--- src/rtl/dmem_arbiter_pkg.sv ---
// Shared definitions for the data-memory arbiter.
//   - owner_e    : which requester drives the memory this cycle
//   - DEF_*      : default address/data widths
//   - STAT_W     : width of the optional statistics counters
//   - cnt_width(): bits needed for a counter that saturates at max_val
package dmem_arbiter_pkg;

  localparam int DEF_ADDR_WIDTH = 32;
  localparam int DEF_DATA_WIDTH = 32;
  localparam int STAT_W         = 16;

  typedef enum logic {
    OWNER_CPU    = 1'b0,
    OWNER_LOADER = 1'b1
  } owner_e;

  // A counter saturating at 0 still needs one (constant) bit.
  function automatic int cnt_width(input int max_val);
    return (max_val < 1) ? 1 : $clog2(max_val + 1);
  endfunction

endpackage

--- src/rtl/dmem_arbiter_if.sv ---
// Bus bundle between the core M-stage port, the loader/debug master,
// the arbiter and the single-port data memory.
//   cpu_* : core request and load return / stall
//   ld_*  : loader request, grant and registered read return
//   mem_* : memory pins (we/addr/wdata out, combinational rdata in)
// Modports: slave = arbiter side, master = requesters + memory side.
interface dmem_arbiter_if
  import dmem_arbiter_pkg::*;
#(
  parameter int ADDR_WIDTH = DEF_ADDR_WIDTH,
  parameter int DATA_WIDTH = DEF_DATA_WIDTH
);
  logic                  cpu_req;
  logic                  cpu_we;
  logic [ADDR_WIDTH-1:0] cpu_addr;
  logic [DATA_WIDTH-1:0] cpu_wdata;
  logic [DATA_WIDTH-1:0] cpu_rdata;
  logic                  cpu_stall;

  logic                  ld_req;
  logic                  ld_we;
  logic [ADDR_WIDTH-1:0] ld_addr;
  logic [DATA_WIDTH-1:0] ld_wdata;
  logic                  ld_gnt;
  logic                  ld_rvalid;
  logic [DATA_WIDTH-1:0] ld_rdata;

  logic                  mem_we;
  logic [ADDR_WIDTH-1:0] mem_addr;
  logic [DATA_WIDTH-1:0] mem_wdata;
  logic [DATA_WIDTH-1:0] mem_rdata;

  modport slave (
    input  cpu_req, cpu_we, cpu_addr, cpu_wdata,
    output cpu_rdata, cpu_stall,
    input  ld_req, ld_we, ld_addr, ld_wdata,
    output ld_gnt, ld_rvalid, ld_rdata,
    output mem_we, mem_addr, mem_wdata,
    input  mem_rdata
  );

  modport master (
    output cpu_req, cpu_we, cpu_addr, cpu_wdata,
    input  cpu_rdata, cpu_stall,
    output ld_req, ld_we, ld_addr, ld_wdata,
    input  ld_gnt, ld_rvalid, ld_rdata,
    input  mem_we, mem_addr, mem_wdata,
    output mem_rdata
  );

endinterface

--- src/rtl/dmem_arb_wait_counter.sv ---
// Saturating loader starvation counter.
//   clk, reset : clock, async active-high reset (count -> 0)
//   inc        : loader requested and was denied this cycle
//   clr        : loader granted or not requesting (wins over inc)
//   at_max     : count has reached MAX_WAIT; loader must win next
module dmem_arb_wait_counter
  import dmem_arbiter_pkg::*;
#(
  parameter int MAX_WAIT = 4
) (
  input  logic clk,
  input  logic reset,
  input  logic inc,
  input  logic clr,
  output logic at_max
);
  localparam int            W     = cnt_width(MAX_WAIT);
  localparam logic [W-1:0]  MAX_V = W'(MAX_WAIT);

  logic [W-1:0] cnt;

  always_ff @(posedge clk or posedge reset) begin
    if (reset)                      cnt <= '0;
    else if (clr)                   cnt <= '0;
    else if (inc && (cnt != MAX_V)) cnt <= cnt + 1'b1;
  end

  // With MAX_WAIT=0 this is constantly true: the loader always preempts.
  assign at_max = (cnt == MAX_V);

endmodule

--- src/rtl/dmem_arbiter.sv ---
// Data-memory arbiter: shares the single-port data memory between the
// core M-stage port (default priority) and a loader/debug master. A
// loader denied MAX_WAIT consecutive cycles is forced a slot and the
// core is stalled for that cycle.
//   clk, reset : clock, async active-high reset
//   bus        : dmem_arbiter_if.slave (cpu_*, ld_*, mem_* signals)
//   stall_count, grant_count : only with DMEM_ARB_STATS_EN defined;
//                saturating counts of stall cycles and loader grants
module dmem_arbiter
  import dmem_arbiter_pkg::*;
#(
  parameter int ADDR_WIDTH = DEF_ADDR_WIDTH,
  parameter int DATA_WIDTH = DEF_DATA_WIDTH,
  parameter int MAX_WAIT   = 4
) (
  input  logic                clk,
  input  logic                reset,
  dmem_arbiter_if.slave       bus
`ifdef DMEM_ARB_STATS_EN
  ,
  output logic [STAT_W-1:0]   stall_count,
  output logic [STAT_W-1:0]   grant_count
`endif
);

  owner_e                owner;
  logic                  wait_at_max;
  logic                  gnt;
  logic                  stall;
  logic                  we_sel;
  logic [ADDR_WIDTH-1:0] addr_sel;
  logic [DATA_WIDTH-1:0] wdata_sel;
  logic                  rvalid_q;
  logic [DATA_WIDTH-1:0] rdata_q;

  dmem_arb_wait_counter #(.MAX_WAIT(MAX_WAIT)) u_wait (
    .clk    (clk),
    .reset  (reset),
    .inc    (bus.ld_req && !gnt),
    .clr    (gnt || !bus.ld_req),
    .at_max (wait_at_max)
  );

  always_comb begin
    owner = OWNER_CPU;
    if (bus.ld_req && (!bus.cpu_req || wait_at_max)) owner = OWNER_LOADER;
  end

  // Reset masks every side effect so nothing is written while held.
  always_comb begin
    gnt       = 1'b0;
    stall     = 1'b0;
    we_sel    = bus.cpu_req && bus.cpu_we;
    addr_sel  = bus.cpu_addr;
    wdata_sel = bus.cpu_wdata;
    if (owner == OWNER_LOADER) begin
      gnt       = 1'b1;
      stall     = bus.cpu_req;
      we_sel    = bus.ld_we;
      addr_sel  = bus.ld_addr;
      wdata_sel = bus.ld_wdata;
    end
    if (reset) begin
      gnt    = 1'b0;
      stall  = 1'b0;
      we_sel = 1'b0;
    end
  end

  assign bus.ld_gnt    = gnt;
  assign bus.cpu_stall = stall;
  assign bus.mem_we    = we_sel;
  assign bus.mem_addr  = addr_sel;
  assign bus.mem_wdata = wdata_sel;
  assign bus.cpu_rdata = bus.mem_rdata;

  // Loader read return: captured at the edge ending the grant cycle.
  always_ff @(posedge clk or posedge reset) begin
    if (reset) begin
      rvalid_q <= 1'b0;
      rdata_q  <= '0;
    end else begin
      rvalid_q <= gnt && !bus.ld_we;
      if (gnt && !bus.ld_we) rdata_q <= bus.mem_rdata;
    end
  end

  assign bus.ld_rvalid = rvalid_q;
  assign bus.ld_rdata  = rdata_q;

`ifdef DMEM_ARB_STATS_EN
  always_ff @(posedge clk or posedge reset) begin
    if (reset) begin
      stall_count <= '0;
      grant_count <= '0;
    end else begin
      if (stall && (stall_count != '1)) stall_count <= stall_count + 1'b1;
      if (gnt   && (grant_count != '1)) grant_count <= grant_count + 1'b1;
    end
  end
`endif

endmodule

--- src/flat_wrapper.sv ---
// flat-port wrapper written by rule: the top's interface ports become plain ports
module dmem_arbiter_flat import dmem_arbiter_pkg::*;
#(
  parameter int ADDR_WIDTH = DEF_ADDR_WIDTH,
  parameter int DATA_WIDTH = DEF_DATA_WIDTH,
  parameter int MAX_WAIT   = 4
)
  (clk, reset, bus_cpu_req, bus_cpu_we, bus_cpu_addr, bus_cpu_wdata, bus_cpu_rdata, bus_cpu_stall, bus_ld_req, bus_ld_we, bus_ld_addr, bus_ld_wdata, bus_ld_gnt, bus_ld_rvalid, bus_ld_rdata, bus_mem_we, bus_mem_addr, bus_mem_wdata, bus_mem_rdata);
  dmem_arbiter_if #(.ADDR_WIDTH(ADDR_WIDTH), .DATA_WIDTH(DATA_WIDTH)) bus_i ();
  input  logic clk;
  input  logic reset;
  input wire logic [$bits(bus_i.cpu_req)-1:0] bus_cpu_req;
  input wire logic [$bits(bus_i.cpu_we)-1:0] bus_cpu_we;
  input wire logic [$bits(bus_i.cpu_addr)-1:0] bus_cpu_addr;
  input wire logic [$bits(bus_i.cpu_wdata)-1:0] bus_cpu_wdata;
  output wire logic [$bits(bus_i.cpu_rdata)-1:0] bus_cpu_rdata;
  output wire logic [$bits(bus_i.cpu_stall)-1:0] bus_cpu_stall;
  input wire logic [$bits(bus_i.ld_req)-1:0] bus_ld_req;
  input wire logic [$bits(bus_i.ld_we)-1:0] bus_ld_we;
  input wire logic [$bits(bus_i.ld_addr)-1:0] bus_ld_addr;
  input wire logic [$bits(bus_i.ld_wdata)-1:0] bus_ld_wdata;
  output wire logic [$bits(bus_i.ld_gnt)-1:0] bus_ld_gnt;
  output wire logic [$bits(bus_i.ld_rvalid)-1:0] bus_ld_rvalid;
  output wire logic [$bits(bus_i.ld_rdata)-1:0] bus_ld_rdata;
  output wire logic [$bits(bus_i.mem_we)-1:0] bus_mem_we;
  output wire logic [$bits(bus_i.mem_addr)-1:0] bus_mem_addr;
  output wire logic [$bits(bus_i.mem_wdata)-1:0] bus_mem_wdata;
  input wire logic [$bits(bus_i.mem_rdata)-1:0] bus_mem_rdata;
  assign bus_i.cpu_req = bus_cpu_req;
  assign bus_i.cpu_we = bus_cpu_we;
  assign bus_i.cpu_addr = bus_cpu_addr;
  assign bus_i.cpu_wdata = bus_cpu_wdata;
  assign bus_cpu_rdata = bus_i.cpu_rdata;
  assign bus_cpu_stall = bus_i.cpu_stall;
  assign bus_i.ld_req = bus_ld_req;
  assign bus_i.ld_we = bus_ld_we;
  assign bus_i.ld_addr = bus_ld_addr;
  assign bus_i.ld_wdata = bus_ld_wdata;
  assign bus_ld_gnt = bus_i.ld_gnt;
  assign bus_ld_rvalid = bus_i.ld_rvalid;
  assign bus_ld_rdata = bus_i.ld_rdata;
  assign bus_mem_we = bus_i.mem_we;
  assign bus_mem_addr = bus_i.mem_addr;
  assign bus_mem_wdata = bus_i.mem_wdata;
  assign bus_i.mem_rdata = bus_mem_rdata;
  dmem_arbiter #(.ADDR_WIDTH(ADDR_WIDTH), .DATA_WIDTH(DATA_WIDTH), .MAX_WAIT(MAX_WAIT)) u_core (.clk(clk), .reset(reset), .bus(bus_i));
endmodule
--- config.mk ---
export PLATFORM = sky130hd
export DESIGN_NAME = dmem_arbiter_flat
export DESIGN_NICKNAME = d
export VERILOG_FILES = /design/src/rtl/dmem_arbiter_pkg.sv /design/src/rtl/dmem_arbiter_if.sv /design/src/rtl/dmem_arb_wait_counter.sv /design/src/rtl/dmem_arbiter.sv /design/src/flat_wrapper.sv
export SDC_FILE = /design/constraint.sdc
export NUM_CORES = 1
export LEC_CHECK = 0
export CAP_MARGIN = 15
export CORE_AREA = 2 2 115 117
export DETAILED_ROUTE_END_ITERATION = 10
export DIE_AREA = 0 0 117 119
export PLACE_DENSITY_LB_ADDON = 0.05
export SKIP_CTS_REPAIR_TIMING = 1
export SYNTH_ARGS = -nofsm -noshare
export SYNTH_HDL_FRONTEND = slang
export SYNTH_HIERARCHICAL = 1
export SYNTH_SLANG_ARGS = --single-unit
export TNS_END_PERCENT = 5
--- constraint.sdc ---
create_clock -name clk -period 6.13 [get_ports clk]
set_clock_uncertainty 0.15 [all_clocks]
set_input_delay 1.226 -clock clk [delete_from_list [all_inputs] [get_ports clk]]
set_output_delay 1.226 -clock clk [all_outputs]
set_load 0.005 [all_outputs]
* Word level (Yosys, flattened, before mapping) *
Index checks and enable logic that the tools add are counted.
W data, S select, Z words.

cells by class
  $add $sub $neg = 1
  equal/unequal tests = 2
  muxes and demuxes = 11
  reduce and logical (&&, ||, !) cells = 12

operator list
  cell                   number
  $mux W32               2
  $mux W1                7
  $mux W3                2
  $logic_and A1 B1 Y1    5
  $logic_not A1 Y1       4
  $add A3 B1 Y3 const B  1
  $eq A3 B3 Y1 const B   1
  $ne A3 B3 Y1 const B   1
  $logic_or A1 B1 Y1     2
  $reduce_bool A2 Y1     1

word-level totals
  flip-flop bits (word level) = 36
  bits of input ports = 166
  output and inout bits = 132
  word-level logic and storage cells = 29

* Logic depth before layout (Yosys ltp) *
Gate-level depths: netlist of run 1.

  depth in word-level cells = 11
  mapped depth = 9
  depth with buffers taken out = 7

* Modules after synthesis *
The synthesis of run 1 kept the hierarchy.

modules (own cells, without submodules)
  module                 times used  cells an instance  area an instance (µm²)  sequential area each (µm²)
  dmem_arbiter           1           185                2313.5                  825.8
  dmem_arb_wait_counter  1           19                 201.4                   75.1

* Worst setup path after synthesis of run 1 *
No wires, ideal clock.

  path kind = input-to-output
  start = in bus_cpu_req
  end = out bus_mem_addr[25]
  data arrival time = 2236 ps
  required time = 4754 ps
  slack = 2518 ps
  stages on the path = 5
  buffers on the path = 2
  cell sequence = inv_1 > o21ai_1 > buf_4 > buf_2 > mux2_2

between the ends
  cells in the longest elaborated chain, start to end = 5

RTL lines
  element              RTL line            source
  start: declaration   flat_wrapper.sv:12  input wire logic [$bits(bus_i.cpu_req)-1:0] bus_cpu_req;
  $logic_not A1 Y1     dmem_arbiter.sv:46  if (bus.ld_req && (!bus.cpu_req || wait_at_max)) owner = OWNER_LOADER;
  $logic_or A1 B1 Y1   dmem_arbiter.sv:46
  $logic_and A1 B1 Y1  dmem_arbiter.sv:46
  $mux W1              dmem_arbiter.sv:46
  $mux W32             dmem_arbiter.sv:56  if (owner == OWNER_LOADER) begin
  end: declaration     flat_wrapper.sv:26  output wire logic [$bits(bus_i.mem_addr)-1:0] bus_mem_addr;

Every way passes these cells.

* Worst setup path in the final report of run 1 *
  start = in bus_cpu_req
  end = out bus_mem_wdata[9]

between the ends
  cells in the longest elaborated chain, start to end = 5

RTL lines
  element              RTL line            source
  $logic_not A1 Y1     dmem_arbiter.sv:46
  $logic_or A1 B1 Y1   dmem_arbiter.sv:46
  $logic_and A1 B1 Y1  dmem_arbiter.sv:46
  $mux W1              dmem_arbiter.sv:46
  $mux W32             dmem_arbiter.sv:56
  end: declaration     flat_wrapper.sv:27  output wire logic [$bits(bus_i.mem_wdata)-1:0] bus_mem_wdata;

Every way passes these cells.

==> results.json, run 1 <==
{
  "yosys.area.top_type_share_pct": 35.82,
  "yosys.area_share.simple_pct": 2.289,
  "clock_latency_ns": 0.27,
  "cp-start-kind": "input pin",
  "htree_levels": 2,
  "die_w_um": 117,
  "rsz0062_at_grt": "false",
  "port_buffers": 297,
  "drc_errors": 0,
  "synth_top_family_by_area": "multiplexers",
  "pre_cts_ws_ns": 1.438,
  "timing.final.crit_share_pct": 76.81,
  "clkSinkCount": 36,
  "cp_cell_sequence": "clkdlybuf4s50_1 -> inv_1 -> o21ai_4 -> buf_12 -> mux2_2 -> clkdlybuf4s50_1",
  "synthMuxAreaShare_pct": 43.98,
  "synth_cells": 204,
  "num_vias": 2533,
  "antenna_found_initial": 1,
  "grt_usage_pct": 14.45,
  "synth-seq-cells": 36,
  "nets": 636,
  "crit_path_end_kind": "output pin",
  "drive_gt1_share_pct": 17.91,
  "gp_congestion": 0.7115,
  "die_area_um2": 13920,
  "synth_flop_cell": "dfrtp_1",
  "finalHoldViolCount": 0,
  "status": "finished clean",
  "area_growth_pct": 122.2,
  "syn_nets": 372,
  "slew_headroom_pct": 56.29,
  "leakage_uw": 0.002183,
  "cp.required_ns": 4.75,
  "fin_crit_ns": 4.709,
  "synth_xor_area_share_pct": 0,
  "yosysSeqAreaShare_pct": 35.82,
  "max_stage_delay_ns": 0.54,
  "min_path_type": "reg -> reg",
  "overflow": 0,
  "synth-compound-area-share_pct": 3.234,
  "drv_slew": 0,
  "grt_max_degree": 69,
  "dpl_cell_area_um2": 5436,
  "p_total_uw": 978.0,
  "n_fill_cell": 1234,
  "setup_viol": 0,
  "drt-initial-drc-count": 68,
  "ir_drop_uv": 95.99,
  "io_pins": 298,
  "cts_buffers": 5,
  "cts.clk_slew.worst_paths_ns": 0.06,
  "reg2reg_depth": 7,
  "setup_slack_ns": 1.421,
  "first_global_vias": 2670,
  "num_rows": 42,
  "wire_per_inst_um": 16.25,
  "grt_pass1_wl_um": 15030,
  "cts_tree": "done",
  "path_class": "in -> out",
  "viasPerCell": 3.927,
  "drtAntennaViolNets": 0,
  "tightestPinTransition_ns": 0.6550,
  "path_common_cell": "clkdlybuf4s50_1",
  "fmax_ghz": 0.2124,
  "setup_tns_ns": 0,
  "synthDistinctLibCells": 26,
  "syn_area_per_cell_um2": 12.33,
  "maxCapViolCount": 0,
  "cp_num_cells": 6,
  "start_util_pct": 19.53,
  "synth_common_cells": "mux2_2 (67), dfrtp_1 (36), buf_4 (34), mux2_1 (29), inv_1 (6)",
  "synth_edf_count": 0,
  "layout.cells.non_filler": 645,
  "design_area_um2": 5589,
  "netlist_area_um2": 2515,
  "die_y_um": 119,
  "wl_um": 10480,
  "crit_buf_inv": 4,
  "core_area_um2": 12870,
  "drt_pass1_iterations": 6,
  "async_flop_share_pct": 100.0,
  "worst_path_max_delay_cell": "clkdlybuf4s50_1",
  "num_antenna_cells": 0,
  "synthTopCellsByArea": "dfrtp_1 (36%), mux2_2 (30%), mux2_1 (13%), buf_4 (10%), buf_6 (1.3%)",
  "synth_largest_area_cell": "dfrtp_1",
  "root_buffer": "clkbuf_16",
  "ys.warnings.count": 6,
  "worst_ep_arrival_time_ns": 3.33,
  "whs_path_depth": 1,
  "clock_path_buffers": 2,
  "placedCellCount": 637,
  "worst-path-max-fanout": 68,
  "synthAdderAreaFrac_pct": 0.9950,
  "synthMostInstantiatedCell": "mux2_2",
  "power_density_nw_per_um2": 175.0,
  "critPathTopFamily": "buffers and inverters",
  "dpl.hpwl_um": 9008
}
cell families (layout without fill, tap and decap cells):
| group | count (synthesis) | in the layout |
|---|---|---|
| AO/OA/AOI/OAI | 9 | 9 |
| adder cells (fa/ha/maj) | 2 | 2 |
| buffers and inverters | 50 | 315 |
| flip-flops | 36 | 36 |
| multiplexers | 98 | 98 |
| AND/OR/NAND/NOR | 9 | 9 |
flip-flops by register name (all words and copies together) (netlist names):
name / count
u_core/bus.ld_rdata: 32
u_core/u_wait/cnt: 3
u_core/bus.ld_rvalid: 1
power breakdown:
| part | total, µW | switching [µW] | internal, µW |
|---|---|---|---|
| registers | 306 | 20.3 | 286 |
| logic | 415 | 113 | 302 |
| clock network | 257 | 94.8 | 162 |
| total | 978 | 228 | 750 |
layer usage:
layer,share of wire (%),wire [µm],global-route usage (%)
met5,0.067,7,0
met4,1.0,110,2.794
met3,10,1094,5.547
met2,53,5520,26.48
met1,36,3747,15.64
layout by cell type (no fill, tap or decap):
cell type / n
ha_1: 2
inv_1: 6
nand2b_1: 2
nor2b_1: 1
and4b_1: 1
a21oi_1: 2
nor2_1: 2
inv_6: 1
o21ai_0: 1
clkbuf_16: 5
o21a_1: 1
a21boi_2: 1
inv_2: 1
o211ai_1: 2
and2_1: 1
nor3_2: 1
mux2i_1: 1
nor3_1: 1
clkbuf_8: 1
mux2_1: 29
mux2_2: 67
buf_12: 1
o21ai_4: 1
buf_4: 2
dfrtp_1: 36
clkinv_2: 1
clkdlybuf4s50_1: 297
mux2_4: 1
a2111oi_4: 1
path summary, 6_finish.rpt:
path | startpoint | end | slack, ns
setup / recovery | bus_cpu_req | bus_mem_wdata[9] | 1.42
hold / removal | u_core/bus.ld_rdata[2] | u_core/bus.ld_rdata[2] | 0.33
setup reg to reg | u_core/u_wait/cnt[0] | u_core/bus.ld_rdata[16] | 3.57
hold reg to reg | u_core/bus.ld_rdata[2] | u_core/bus.ld_rdata[2] | 0.33
max in group asynchronous | reset | u_core/bus.ld_rdata[23] | 3.56
min in group asynchronous | reset | u_core/u_wait/cnt[2] | 1.34
per-stage QoR:
stage / hold WS (ns) / utilization (%)
after global routing: 0.3486 / 43.41
after CTS: 0.3404 / 43.41
final: 0.3341 / 43.41
after floorplan: 0.3328 / -
after global placement: 0.3189 / 42.23
after detailed placement: 0.3260 / 42.23
area by class of cell:
type	instances	area, µm²	area share (%)
clock buffers	6	138.9	2.485
clock inverters	2	13.76	0.2463
inverters	7	26.28	0.4701
multi-input cells	118	1281	22.92
flip-flops and latches	36	900.9	16.12
well taps	176	220.2	3.940
repair buffers	300	3008	53.82
(Power assumes the default switching activity.)
==> run 2: changes to the inputs <==
--- a/config.mk
+++ b/config.mk
@@ -6,9 +6,9 @@
 export NUM_CORES = 1
 export LEC_CHECK = 0
 export CAP_MARGIN = 15
-export CORE_AREA = 2 2 115 117
+export CORE_AREA = 2 2 116 118
 export DETAILED_ROUTE_END_ITERATION = 10
-export DIE_AREA = 0 0 117 119
+export DIE_AREA = 0 0 118 120
 export PLACE_DENSITY_LB_ADDON = 0.05
 export SKIP_CTS_REPAIR_TIMING = 1
 export SYNTH_ARGS = -nofsm -noshare
==> constraint.sdc (replaced) <==
create_clock -name clk -period 4 [get_ports clk]
set_clock_uncertainty 0.15 [all_clocks]
set_input_delay 0.8 -clock clk [delete_from_list [all_inputs] [get_ports clk]]
set_output_delay 0.8 -clock clk [all_outputs]
set_load 0.005 [all_outputs]
==> results.json, run 2 (synthesis gave the netlist of run 1 again) <==
{
  "cts.clk_slew.worst_paths_ns": 0.06,
  "maxCapViolCount": 0,
  "design_area_um2": 5585,
  "fmax_ghz": 0.2648,
  "layout_commonest_cell": "clkdlybuf4s50_1",
  "largest_reg_flops": 32,
  "ir_drop_uv": 140.6,
  "cts_tree": "done",
  "start_util_pct": 19.38,
  "io_pins": 298,
  "area_growth_pct": 122.1,
  "grt_pass1_wl_um": 15060,
  "core_area_um2": 12980,
  "whs_path_depth": 1,
  "die_w_um": 118,
  "power_density_nw_per_um2": 264.4,
  "drv_slew": 0,
  "leakage_uw": 0.002178,
  "clock_path_buffers": 2,
  "viasPerCell": 3.912,
  "reg2reg_depth": 7,
  "nets": 637,
  "grt_max_degree": 47,
  "regToRegEndpoint": "u_core/bus.ld_rdata[27]",
  "placedCellCount": 638,
  "clkSinkCount": 36,
  "die_y_um": 120,
  "worst-path-max-fanout": 22,
  "overflow": 0,
  "worst_ep_arrival_time_ns": 2.83,
  "root_buffer": "clkbuf_16",
  "layout.cells.non_filler": 646,
  "final_cell_mix": "clkdlybuf4s50_1 (297), mux2_2 (67), dfrtp_1 (36)",
  "hold_path_end": "u_core/bus.ld_rdata[5]",
  "timing.final.crit_share_pct": 94.41,
  "slew_headroom_pct": 64.96,
  "dpl.hpwl_um": 8844,
  "fin_crit_ns": 3.776,
  "setup_viol": 0,
  "drt_pass1_iterations": 3,
  "r2r_start": "u_core/u_wait/cnt[0]",
  "antenna_found_initial": 0,
  "setup_tns_ns": 0,
  "die_area_um2": 14160,
  "cp.required_ns": 3.05,
  "port_buffers": 297,
  "num_rows": 42,
  "holdCritStartpoint": "u_core/bus.ld_rdata[5]",
  "drtAntennaViolNets": 0,
  "gp_congestion": 0.7104,
  "drt-initial-drc-count": 51,
  "p_total_uw": 1477,
  "cp-start-kind": "input pin",
  "status": "finished clean",
  "first_global_vias": 2785,
  "htree_levels": 2,
  "finalHoldViolCount": 0,
  "cts_buffers": 5,
  "grt_usage_pct": 13.48,
  "path_class": "in -> out",
  "wl_um": 10170,
  "min_path_type": "reg -> reg",
  "drive_gt1_share_pct": 17.66,
  "tightestPinTransition_ns": 0.5201,
  "drc_errors": 0,
  "wire_per_inst_um": 15.75,
  "crit_path_end_kind": "output pin",
  "num_vias": 2527,
  "num_antenna_cells": 0,
  "rsz0062_at_grt": "false",
  "rrSetupSlack_ns": 1.54,
  "dpl_cell_area_um2": 5444,
  "clock_latency_ns": 0.27
}
-- run 2: critical path, stage by stage --
cell and delay [ns]:
clkdlybuf4s50_1 0.54, inv_1 0.12, o21ai_4 0.20, buf_4 0.32, mux2_2 0.37, clkdlybuf4s50_1 0.46
-- run 2: area by class of cell --
| cell class | instances | area [µm²] |
|---|---|---|
| clock inverter | 1 | 8.758 |
| multi-input combinational | 118 | 1281 |
| sequential | 36 | 900.9 |
| timing repair buffer | 301 | 3015 |
| tap | 176 | 220.2 |
| inverter | 7 | 26.28 |
| clock buffer | 7 | 132.6 |
| fill | 1260 | 7395 |
-- run 2: metrics by stage --
step	worst slack, ns	hold WS, ns	utilization, %
final	0.2235	0.3332	43.03
after global routing	0.1137	0.3418	43.03
after CTS	0.1985	0.3381	43.03
after detailed placement	0.2067	0.3237	41.94
after global placement	0.2169	0.3166	41.94
after floorplan	1.240	0.3328	-
-- run 2: power by group --
group | total (µW) | switching [µW] | internal [µW]
logic | 634 | 170 | 463
registers | 470 | 32.3 | 438
clock network | 373 | 141 | 232
-- run 2: routing by layer --
| metal | GRT usage (%) | vias up | wire, µm |
|---|---|---|---|
| met4 | 2.560 | 0 | 99 |
| met1 | 13.85 | 1163 | 3470 |
| met2 | 26.27 | 139 | 5687 |
| met3 | 4.800 | 8 | 915 |
| met5 | 0 | - | 0 |
| li1 | - | 1217 | - |
-- run 2: worst max path at each step --
stage / startpoint / end / cells after the start
floorplan: bus_cpu_req / bus_mem_addr[25] / 5
global placement: bus_cpu_req / bus_mem_addr[5] / 6
detailed placement: bus_cpu_req / bus_mem_addr[5] / 6
CTS: bus_cpu_req / bus_mem_addr[5] / 6
global route: bus_cpu_req / bus_mem_addr[23] / 6
finish: bus_cpu_req / bus_mem_addr[23] / 6
